[config.mk]
export PLATFORM = sky130hd
export DESIGN_NAME = cheri_err_monitor
export DESIGN_NICKNAME = d
export VERILOG_FILES = /design/src/rtl/cheri_err_monitor.sv
export SDC_FILE = /design/constraint.sdc
export NUM_CORES = 1
export LEC_CHECK = 0
export ABC_CLOCK_PERIOD_IN_PS = 2450
export CAP_MARGIN = 20
export CORE_AREA = 2 2 128 130
export CTS_CLUSTER_SIZE = 8
export DETAILED_ROUTE_END_ITERATION = 10
export DIE_AREA = 0 0 130 132
export PLACE_DENSITY = 0.8
export SLEW_MARGIN = 30
export SYNTH_ARGS = -nofsm -noshare
export SYNTH_HDL_FRONTEND = slang
export SYNTH_SLANG_ARGS = --single-unit
[constraint.sdc]
create_clock -name clk_i -period 2.45 [get_ports clk_i]
set_input_delay 0.49 -clock clk_i [delete_from_list [all_inputs] [get_ports clk_i]]
set_output_delay 0.49 -clock clk_i [all_outputs]
set_load 0.02 [all_outputs]
[src/rtl/cheri_err_monitor.sv]
`default_nettype none
//------------------------------------------------------------------------------
// Module  : cheri_err_monitor
// Brief   : Monitors the CHERI exception lines. It keeps a sticky flag for each
//           error class, a saturating per-class occurrence counter, a
//           one-cycle new-error pulse, and a timestamped record of the first
//           error seen.
// Revision: 1.0 - initial release
//------------------------------------------------------------------------------
module cheri_err_monitor #(
   parameter int NumErr   = 9,
   parameter int CntWidth = 8,
   parameter int TsWidth  = 32,
   parameter int IdxW     = (NumErr > 1) ? $clog2(NumErr) : 1
) (
   input  logic                clk_i,
   input  logic                rst_ni,
   input  logic [NumErr-1:0]   err_i,
   input  logic                clr_i,
   input  logic [NumErr-1:0]   clr_mask_i,
   input  logic [IdxW-1:0]     rd_idx_i,
   output logic [CntWidth-1:0] rd_count_o,
   output logic [NumErr-1:0]   sticky_o,
   output logic                new_err_o,
   output logic [IdxW-1:0]     new_idx_o,
   output logic                first_valid_o,
   output logic [IdxW-1:0]     first_idx_o,
   output logic [TsWidth-1:0]  first_time_o,
   output logic [TsWidth-1:0]  time_o
);

   localparam logic [CntWidth-1:0] c_cnt_max = '1;

   // Returns the index of the lowest set bit, or 0 when no bit is set.
   function automatic logic [IdxW-1:0] lowest_set(input logic [NumErr-1:0] v);
      lowest_set = '0;
      for (int i = NumErr - 1; i >= 0; i--) begin
         if (v[i]) lowest_set = IdxW'(i);
      end
   endfunction

   logic [TsWidth-1:0]  r_time;
   logic [NumErr-1:0]   r_err;
   logic [NumErr-1:0]   r_sticky;
   logic                r_new_err;
   logic [IdxW-1:0]     r_new_idx;
   logic                r_first_valid;
   logic [IdxW-1:0]     r_first_idx;
   logic [TsWidth-1:0]  r_first_time;
   logic [CntWidth-1:0] r_cnt [NumErr];
   logic [CntWidth-1:0] r_rd_count;

   logic [NumErr-1:0]   w_clrm;
   logic [NumErr-1:0]   w_rise;
   logic [NumErr-1:0]   w_sticky_d;
   logic [NumErr-1:0]   w_newly;
   logic                w_rec_hit;
   logic                w_rec_keep;
   logic [CntWidth-1:0] w_cnt_d [NumErr];
   logic [CntWidth-1:0] w_rd_val;

   // Clear mask, rising edges, sticky next-state and newly-sticky channels.
   always_comb begin
      w_clrm     = clr_i ? clr_mask_i : '0;
      w_rise     = err_i & ~r_err;
      w_sticky_d = (r_sticky & ~w_clrm) | err_i;
      w_newly    = err_i & ~(r_sticky & ~w_clrm);
   end

   // Decide whether the held first-error record survives this cycle's clear.
   always_comb begin
      w_rec_hit = 1'b0;
      for (int c = 0; c < NumErr; c++) begin
         if (r_first_idx == IdxW'(c)) w_rec_hit = w_clrm[c];
      end
      w_rec_keep = r_first_valid && !w_rec_hit;
   end

   // Per-channel counters: clear first, then count the rising edge, saturating.
   always_comb begin
      for (int c = 0; c < NumErr; c++) begin
         w_cnt_d[c] = w_clrm[c] ? '0 : r_cnt[c];
         if (w_rise[c] && (w_cnt_d[c] != c_cnt_max)) w_cnt_d[c] = w_cnt_d[c] + 1'b1;
      end
   end

   // Read mux over the pre-update counters; out-of-range indices read as 0.
   always_comb begin
      w_rd_val = '0;
      for (int c = 0; c < NumErr; c++) begin
         if (rd_idx_i == IdxW'(c)) w_rd_val = r_cnt[c];
      end
   end

   // State registers: timer, edge detector, sticky flags, pulse, record, counters.
   always_ff @(posedge clk_i or negedge rst_ni) begin
      if (!rst_ni) begin
         r_time        <= '0;
         r_err         <= '0;
         r_sticky      <= '0;
         r_new_err     <= 1'b0;
         r_new_idx     <= '0;
         r_first_valid <= 1'b0;
         r_first_idx   <= '0;
         r_first_time  <= '0;
         r_rd_count    <= '0;
         for (int c = 0; c < NumErr; c++) r_cnt[c] <= '0;
      end else begin
         r_time     <= r_time + 1'b1;
         r_err      <= err_i;
         r_sticky   <= w_sticky_d;
         r_new_err  <= |w_newly;
         r_rd_count <= w_rd_val;
         if (|w_newly) r_new_idx <= lowest_set(w_newly);
         // A surviving record is never overwritten; otherwise capture any error.
         if (w_rec_keep) begin
            r_first_valid <= 1'b1;
         end else if (|err_i) begin
            r_first_valid <= 1'b1;
            r_first_idx   <= lowest_set(err_i);
            r_first_time  <= r_time;
         end else begin
            r_first_valid <= 1'b0;
         end
         for (int c = 0; c < NumErr; c++) r_cnt[c] <= w_cnt_d[c];
      end
   end

   assign time_o        = r_time;
   assign sticky_o      = r_sticky;
   assign new_err_o     = r_new_err;
   assign new_idx_o     = r_new_idx;
   assign first_valid_o = r_first_valid;
   assign first_idx_o   = r_first_idx;
   assign first_time_o  = r_first_time;
   assign rd_count_o    = r_rd_count;

endmodule
`default_nettype wire

==> results.py, run 1 <==
metrics = {
    "yosys": {
        "avgSynthCellArea_sq_um": 10.8,
        "yosysUniqueCellTypes": 71,
        "ys_dominant_reg_cell": "dfrtp_1",
        "synth_simple_gate_area_frac": 0.183,
        "synth_mux_area_frac": 0.0916,
        "syn-cell-area_sq_um": 8680,
        "synth_fa_ha_area_frac": 0.0144,
        "synth_compound_area_frac": 0.102,
        "synth_seq_cells": 172,
        "ys_warn_count": 0,
        "synthArstFlopShare": 1.00,
        "syn-num-nets": 839,
        "synth_cells": 804,
        "synth_top_family_by_area": "simple AND/OR/NAND/NOR gates",
        "synth_xor_xnor_area_share": 0.0848,
        "synth_edf_count": 0,
        "synth_seq_area_share": 0.496,
    },
    "clock_network": {
        "path_clk_slew_ns": 0.07,
        "ctsLongestPathBuffers": 2,
        "clkSinkCount": 172,
        "cts_tree": "yes",
        "cts.htree.levels": 4,
        "clockRootBuffer": "clkbuf_16",
        "cts_buffers": 17,
        "clk_latency_ns": 0.43,
    },
    "pwr": {
        "power_frac_seq": 0.420,
        "sw_frac_of_total": 0.295,
        "cell_internal_pwr_uw": 5490,
        "p_leak_uw": 0.00510,
        "pwr-share-clk": 0.364,
        "ir_drop_v": 0.000760,
        "comb_power_share": 0.216,
        "switchingPower_uw": 2300,
        "powerDensity_nw_per_um2": 678,
    },
    "timing": {
        "relSlewSlack": 0.546,
        "whs_ns": 0.0115,
        "post-route-period-util": 0.971,
        "setup_viol": 0,
        "tightest_slew_ns": 0.675,
        "fmax_mhz": 420,
        "finClkSkew_ns": 0.00930,
        "period_needed_ns": 2.38,
        "maxSlewViolCount": 0,
        "rsz0062_at_grt": "true",
        "hold_viol": 0,
    },
    "place": {
        "placed_cell_area_sq_um": 10800,
        "io_buffers": 115,
        "gp_congestion": 0.946,
        "dp_hpwl_um": 16300,
    },
    "floorplanning": {
        "dieArea_sq_um": 17200,
        "initial_core_util": 0.552,
        "ioPinCount": 116,
        "die_h_um": 132,
        "rows": 46,
        "coreArea_sq_um": 15700,
        "die_w_um": 130,
    },
    "layout": {
        "syn_to_final_growth_pct": 32.3,
        "final_nets": 1061,
        "antenna_cells": 0,
        "finalInstanceArea_sq_um": 11500,
        "layout-drive-gt1-share": 0.207,
        "fillers": 1053,
    },
    "run_status": {
        "status": "completed",
    },
    "min_path": {
        "hold_class": "input port to asynchronous set/reset pin",
    },
    "grt": {
        "grt_pass1_wl_um": 35800,
        "grt_use_total": 0.266,
        "antenna_found_initial": 0,
        "first_global_vias": 7097,
        "grt_max_degree": 53,
        "overflow": 0,
    },
    "worst_setup_path": {
        "crit_path_start_kind": "input port",
        "crit_fanout": 15,
        "required_ns": 2.77,
        "crit_path_end_kind": "flip-flop",
        "crit_type": "input port to flip-flop",
        "crit_arrival_ns": 2.70,
    },
    "routing": {
        "highest_layer": "met4",
        "via_per_inst": 5.54,
        "wl_met2_um": 10700,
        "vias": 6955,
        "drtIter0Drc": 443,
        "drt-met1-wl_um": 9400,
        "wirelength_um": 21900,
        "dr_wl_met3_um": 1530,
        "detail_route.first_pass.iterations": 5,
        "ant_nets": 0,
        "wl_per_cell_um": 17.5,
        "drc": 0,
    },
    "run": {
        "drv_cap": 0,
    },
}
[worst paths after layout]
check | slack (ns) | from | to | depth (start not counted)
max | 0.07 | clr_i | r_cnt[63] | 10
min | 0.01 | rst_ni | r_cnt[70] | 1
max reg2reg | 0.32 | time_o[0] | time_o[18] | 6
min reg2reg | 0.49 | new_idx_o[0] | new_idx_o[0] | 1
max in group asynchronous | 1.73 | rst_ni | r_cnt[28] | 2
min in group clk_i | 0.49 | new_idx_o[0] | new_idx_o[0] | 1
[critical path, cell delays in order]
cell,delay [ns]
clkdlybuf4s50_1,0.50
buf_12,0.15
nand2_1,0.08
and2_1,0.18
ha_1,0.21
and2_1,0.19
a41o_1,0.27
nor2_2,0.12
and3_1,0.17
mux2_2,0.33
[sequential cells by signal (all words and copies together), names as in the netlist]
register	flops
r_err	9
rd_count_o	8
first_time_o	32
new_err_o	1
time_o	32
first_valid_o	1
first_idx_o	4
new_idx_o	4
r_cnt	72
sticky_o	9
[metal layers]
| metal | vias to the layer above | track usage |
|---|---|---|
| li1 | 3297 | - |
| met1 | 3410 | 0.344 |
| met2 | 219 | 0.434 |
| met3 | 29 | 0.0804 |
| met4 | 0 | 0.0759 |
| met5 | - | 0 |
[layout make-up]
class	instances	area, sq um	area share
sequential	172	4300	0.375
inverter	21	78.8	0.00687
clock buffer	17	425	0.0371
timing repair buffer	228	2060	0.180
clock inverter	15	194	0.0169
multi-input combinational	586	4140	0.361
tap	216	270	0.0235
[cells in the final DEF (no fill, tap or decap), types with 19 or more instances in the layout]
| cell | netlist | layout |
|---|---|---|
| dfrtp_1 | 172 | 172 |
| clkdlybuf4s50_1 | 0 | 114 |
| buf_4 | 3 | 108 |
| nand2_1 | 91 | 91 |
| nor2_1 | 58 | 56 |
| xnor2_1 | 56 | 56 |
| nand3_1 | 31 | 31 |
| a21oi_1 | 30 | 30 |
| mux2_4 | 29 | 29 |
| xor2_1 | 28 | 28 |
| nand4_1 | 22 | 22 |
| and2_1 | 22 | 22 |
| inv_1 | 21 | 21 |
| nand2b_1 | 19 | 19 |
[logic make-up after synthesis]
| family | after synthesis |
|---|---|
| compound gates | 121 |
| xor+xnor | 84 |
| fa+ha+maj | 10 |
| buf+inv | 46 |
| flops | 172 |
| mux | 58 |
| simple gates | 313 |
[power by group through the flow]
stage                     clock (uW)  sequential, uW  combinational, uW
after global routing            3000            3290               1810
after detailed placement           0            3310               1680
final                           2840            3270               1680
after global placement             0            3310               1630
after CTS                       2860            3260               1690
after floorplan                    0            3360                913
[Yosys cell counts (all sizes together) (12+ instances only)]
library cell  number  area share
clkbuf            13      0.0059
nand4             23       0.017
a21oi             30       0.017
mux2              44       0.070
nand2             91       0.039
nor2b             12      0.0087
and2              23       0.017
xor2              28       0.028
nor2              58       0.025
dfrtp            172        0.50
nand3             31       0.018
nor3              13      0.0081
inv               21      0.0091
nand2b            19       0.014
and3              14       0.010
xnor2             56       0.057
o21ai             18       0.010
buf               12       0.013
[what timing repair did]
| action | CTS | global route |
|---|---|---|
| gates resized for setup | 0 | 1 |
| endpoints found under the setup margin | 0 | 4 |
| buffers inserted | 0 | 1 |
| hold buffers | 0 | 0 |
[through the flow]
step | TNS, ns | util | std cells | worst slack (ns) | total power (uW)
4_1_cts | 0 | 0.730 | 1254 | 0.0789 | 7810
2_1_floorplan | -0.0251 | - | 804 | -0.0251 | 4270
6_report | 0 | 0.730 | 1255 | 0.0705 | 7780
5_1_grt | -0.0186 | 0.730 | 1255 | -0.0186 | 8100
3_3_place_gp | -13.58 | 0.690 | 1222 | -0.320 | 4940
3_5_place_dp | -16.05 | 0.690 | 1222 | -0.373 | 4990
Power figures use the tool's default switching activity.
==> run 2: changes to the inputs <==
GPL_ROUTABILITY_DRIVEN = 0   (was unset)
RECOVER_POWER = 50   (was unset)
==> run 2 against run 1 <==
  * Via count increased by 0.30%
  * Critical path depth did not move
  * Cell area is 0.55% lower
  * Largest cell class unchanged
  * Utilization is 0.40 points lower
==> results.py, run 2 (synthesized netlist as in run 1, its figures left out) <==
metrics = {
    "pwr": {
        "total_power_uw": 7770,
        "powerDensity_nw_per_um2": 681,
        "ir_drop_v": 0.000761,
        "p_leak_uw": 0.00506,
    },
    "grt": {
        "antenna_found_initial": 1,
        "grt_use_total": 0.266,
        "grt_max_degree": 53,
        "overflow": 0,
        "grt_pass1_wl_um": 35800,
        "first_global_vias": 7097,
    },
    "layout": {
        "largest-register": "r_cnt",
        "largest_register_ffs": 72,
        "seq_area_sq_um": 4300,
        "multiInputGateArea_sq_um": 4140,
        "final_core_util": 0.726,
        "layout-drive-gt1-share": 0.200,
        "mostFrequentLayoutCells": "172 x dfrtp_1, 111 x clkdlybuf4s50_1, 100 x buf_4, 91 x nand2_1",
        "fillers": 1067,
        "fin_cells": 1256,
        "final_nets": 1061,
        "final_common_cell": "dfrtp_1",
        "syn_to_final_growth_pct": 31.5,
    },
    "worst_setup_path": {
        "required_ns": 2.77,
        "crit_type": "input port to flip-flop",
        "crit_arrival_ns": 2.70,
        "worstReg2RegStart": "time_o[0]",
        "reg2reg_to": "time_o[18]",
        "crit_path_end": "r_cnt[63]",
        "cp_common_cell": "and2_1",
        "startpoint": "clr_i",
        "reg2reg_slack_ns": 0.32,
        "crit_fanout": 15,
        "cp_cell_sequence": "clkdlybuf4s50_1, buf_12, nand2_1, and2_1, ha_1, and2_1, a41o_1, nor2_2, and3_1, mux2_2",
        "crit_path_start_kind": "input port",
        "critPathMaxStageDelay_ns": 0.50,
        "crit_path_end_kind": "flip-flop",
        "rr_worst_depth": 6,
        "crit_path_top_delay_cell": "clkdlybuf4s50_1",
    },
    "floorplanning": {
        "ioPinCount": 116,
        "die_h_um": 132,
        "initial_core_util": 0.552,
        "coreArea_sq_um": 15700,
        "die_w_um": 130,
        "rows": 46,
        "dieArea_sq_um": 17200,
    },
    "routing": {
        "via_per_inst": 5.55,
        "drtIter0Drc": 429,
        "ant_nets": 0,
        "wl_per_cell_um": 17.4,
        "detail_route.first_pass.iterations": 5,
        "vias": 6976,
        "wirelength_um": 21900,
        "drc": 0,
    },
    "place": {
        "dp.cells": 1222,
        "io_buffers": 115,
        "dp_slack_ns": -0.373,
        "dp_hpwl_um": 16300,
    },
    "timing": {
        "relSlewSlack": 0.133,
        "fin_ws_ns": 0.0642,
        "hold_viol": 0,
        "fmax_mhz": 419,
        "whs_ns": 0.342,
        "setup_viol": 0,
        "maxSlewViolCount": 0,
        "post-route-period-util": 0.974,
        "period_needed_ns": 2.39,
        "rsz0062_at_grt": "true",
        "tightest_slew_ns": 1.30,
        "finClkSkew_ns": 0.0102,
    },
    "run": {
        "drv_cap": 0,
    },
    "clock_network": {
        "clockRootBuffer": "clkbuf_16",
        "cts_tree": "yes",
        "ctsLongestPathBuffers": 2,
        "path_clk_slew_ns": 0.07,
        "cts.htree.levels": 4,
        "cts-hold-fix-buffers": 0,
        "cts_buffers": 17,
        "clk_latency_ns": 0.43,
        "clkSinkCount": 172,
    },
    "min_path": {
        "hold_class": "input port to asynchronous set/reset pin",
    },
    "run_status": {
        "status": "completed",
    },
}
==> run 2: changes by cell type in the layout (fill, tap and decap cells not counted), sizes merged <==
| cell | previous run | this run |
|---|---|---|
| clkdlybuf4s50 | 114 | 111 |
| dlygate4sd3 | 0 | 3 |
| clkbuf | 17 | 28 |
| buf | 114 | 103 |
| diode | 0 | 1 |
==> run 2: worst min path at each step <==
| stage | from | endpoint | slack (ns) | cells after the start |
|---|---|---|---|---|
| after floorplan | rst_ni | first_idx_o[0] | 0.19 | 0 |
| after global placement | rst_ni | r_cnt[67] | 0.47 | 1 |
| after detailed placement | rst_ni | r_cnt[67] | 0.48 | 1 |
| after CTS | rst_ni | r_cnt[44] | 0.02 | 1 |
| after global routing | rst_ni | r_cnt[56] | 0.45 | 1 |
| final | rst_ni | r_cnt[70] | 0.34 | 1 |
==> run 2: metal layers <==
layer / up-vias / wire length (um) / track usage
met4: 0 / 340 / 0.0759
met5: - / 0 / 0
li1: 3302 / - / -
met3: 31 / 1480 / 0.0804
met2: 214 / 10700 / 0.434
met1: 3429 / 9380 / 0.344
==> run 2: metrics by stage <==
stage	area, sq um	setup TNS [ns]
after floorplan	8700	-0.0251
after global placement	10800	-13.58
after detailed placement	10800	-16.05
after CTS	11500	0
after global routing	11400	-0.0186
final	11400	0
==> run 2: critical path, delay by kind of cell <==
family          cells  cell delay (ns)
compound gates      1             0.27
fa+ha+maj           1             0.21
buf+inv             2             0.65
mux                 1             0.33
simple gates        5             0.74
==> run 2: timing repair <==
action / 4_1_cts / 5_1_grt
gates resized for setup: 0 / 1
hold endpoints to repair: 0 / 0
setup endpoints to repair: 0 / 4
setup buffers: 0 / 1
==> run 2: cell type report <==
type | instances | area share
antenna | 1 | 0.000219
clock buffer | 17 | 0.0373
clock inverter | 15 | 0.0170
inverter | 21 | 0.00691
multi-input combinational | 586 | 0.363
sequential | 172 | 0.377
tap | 216 | 0.0237
timing repair buffer | 228 | 0.175
==> run 2: power breakdown <==
part	total, uW	internal (uW)	switching (uW)
logic	1670	854	812
clock network	2830	1570	1270
registers	3270	3050	214
total	7770	5470	2290
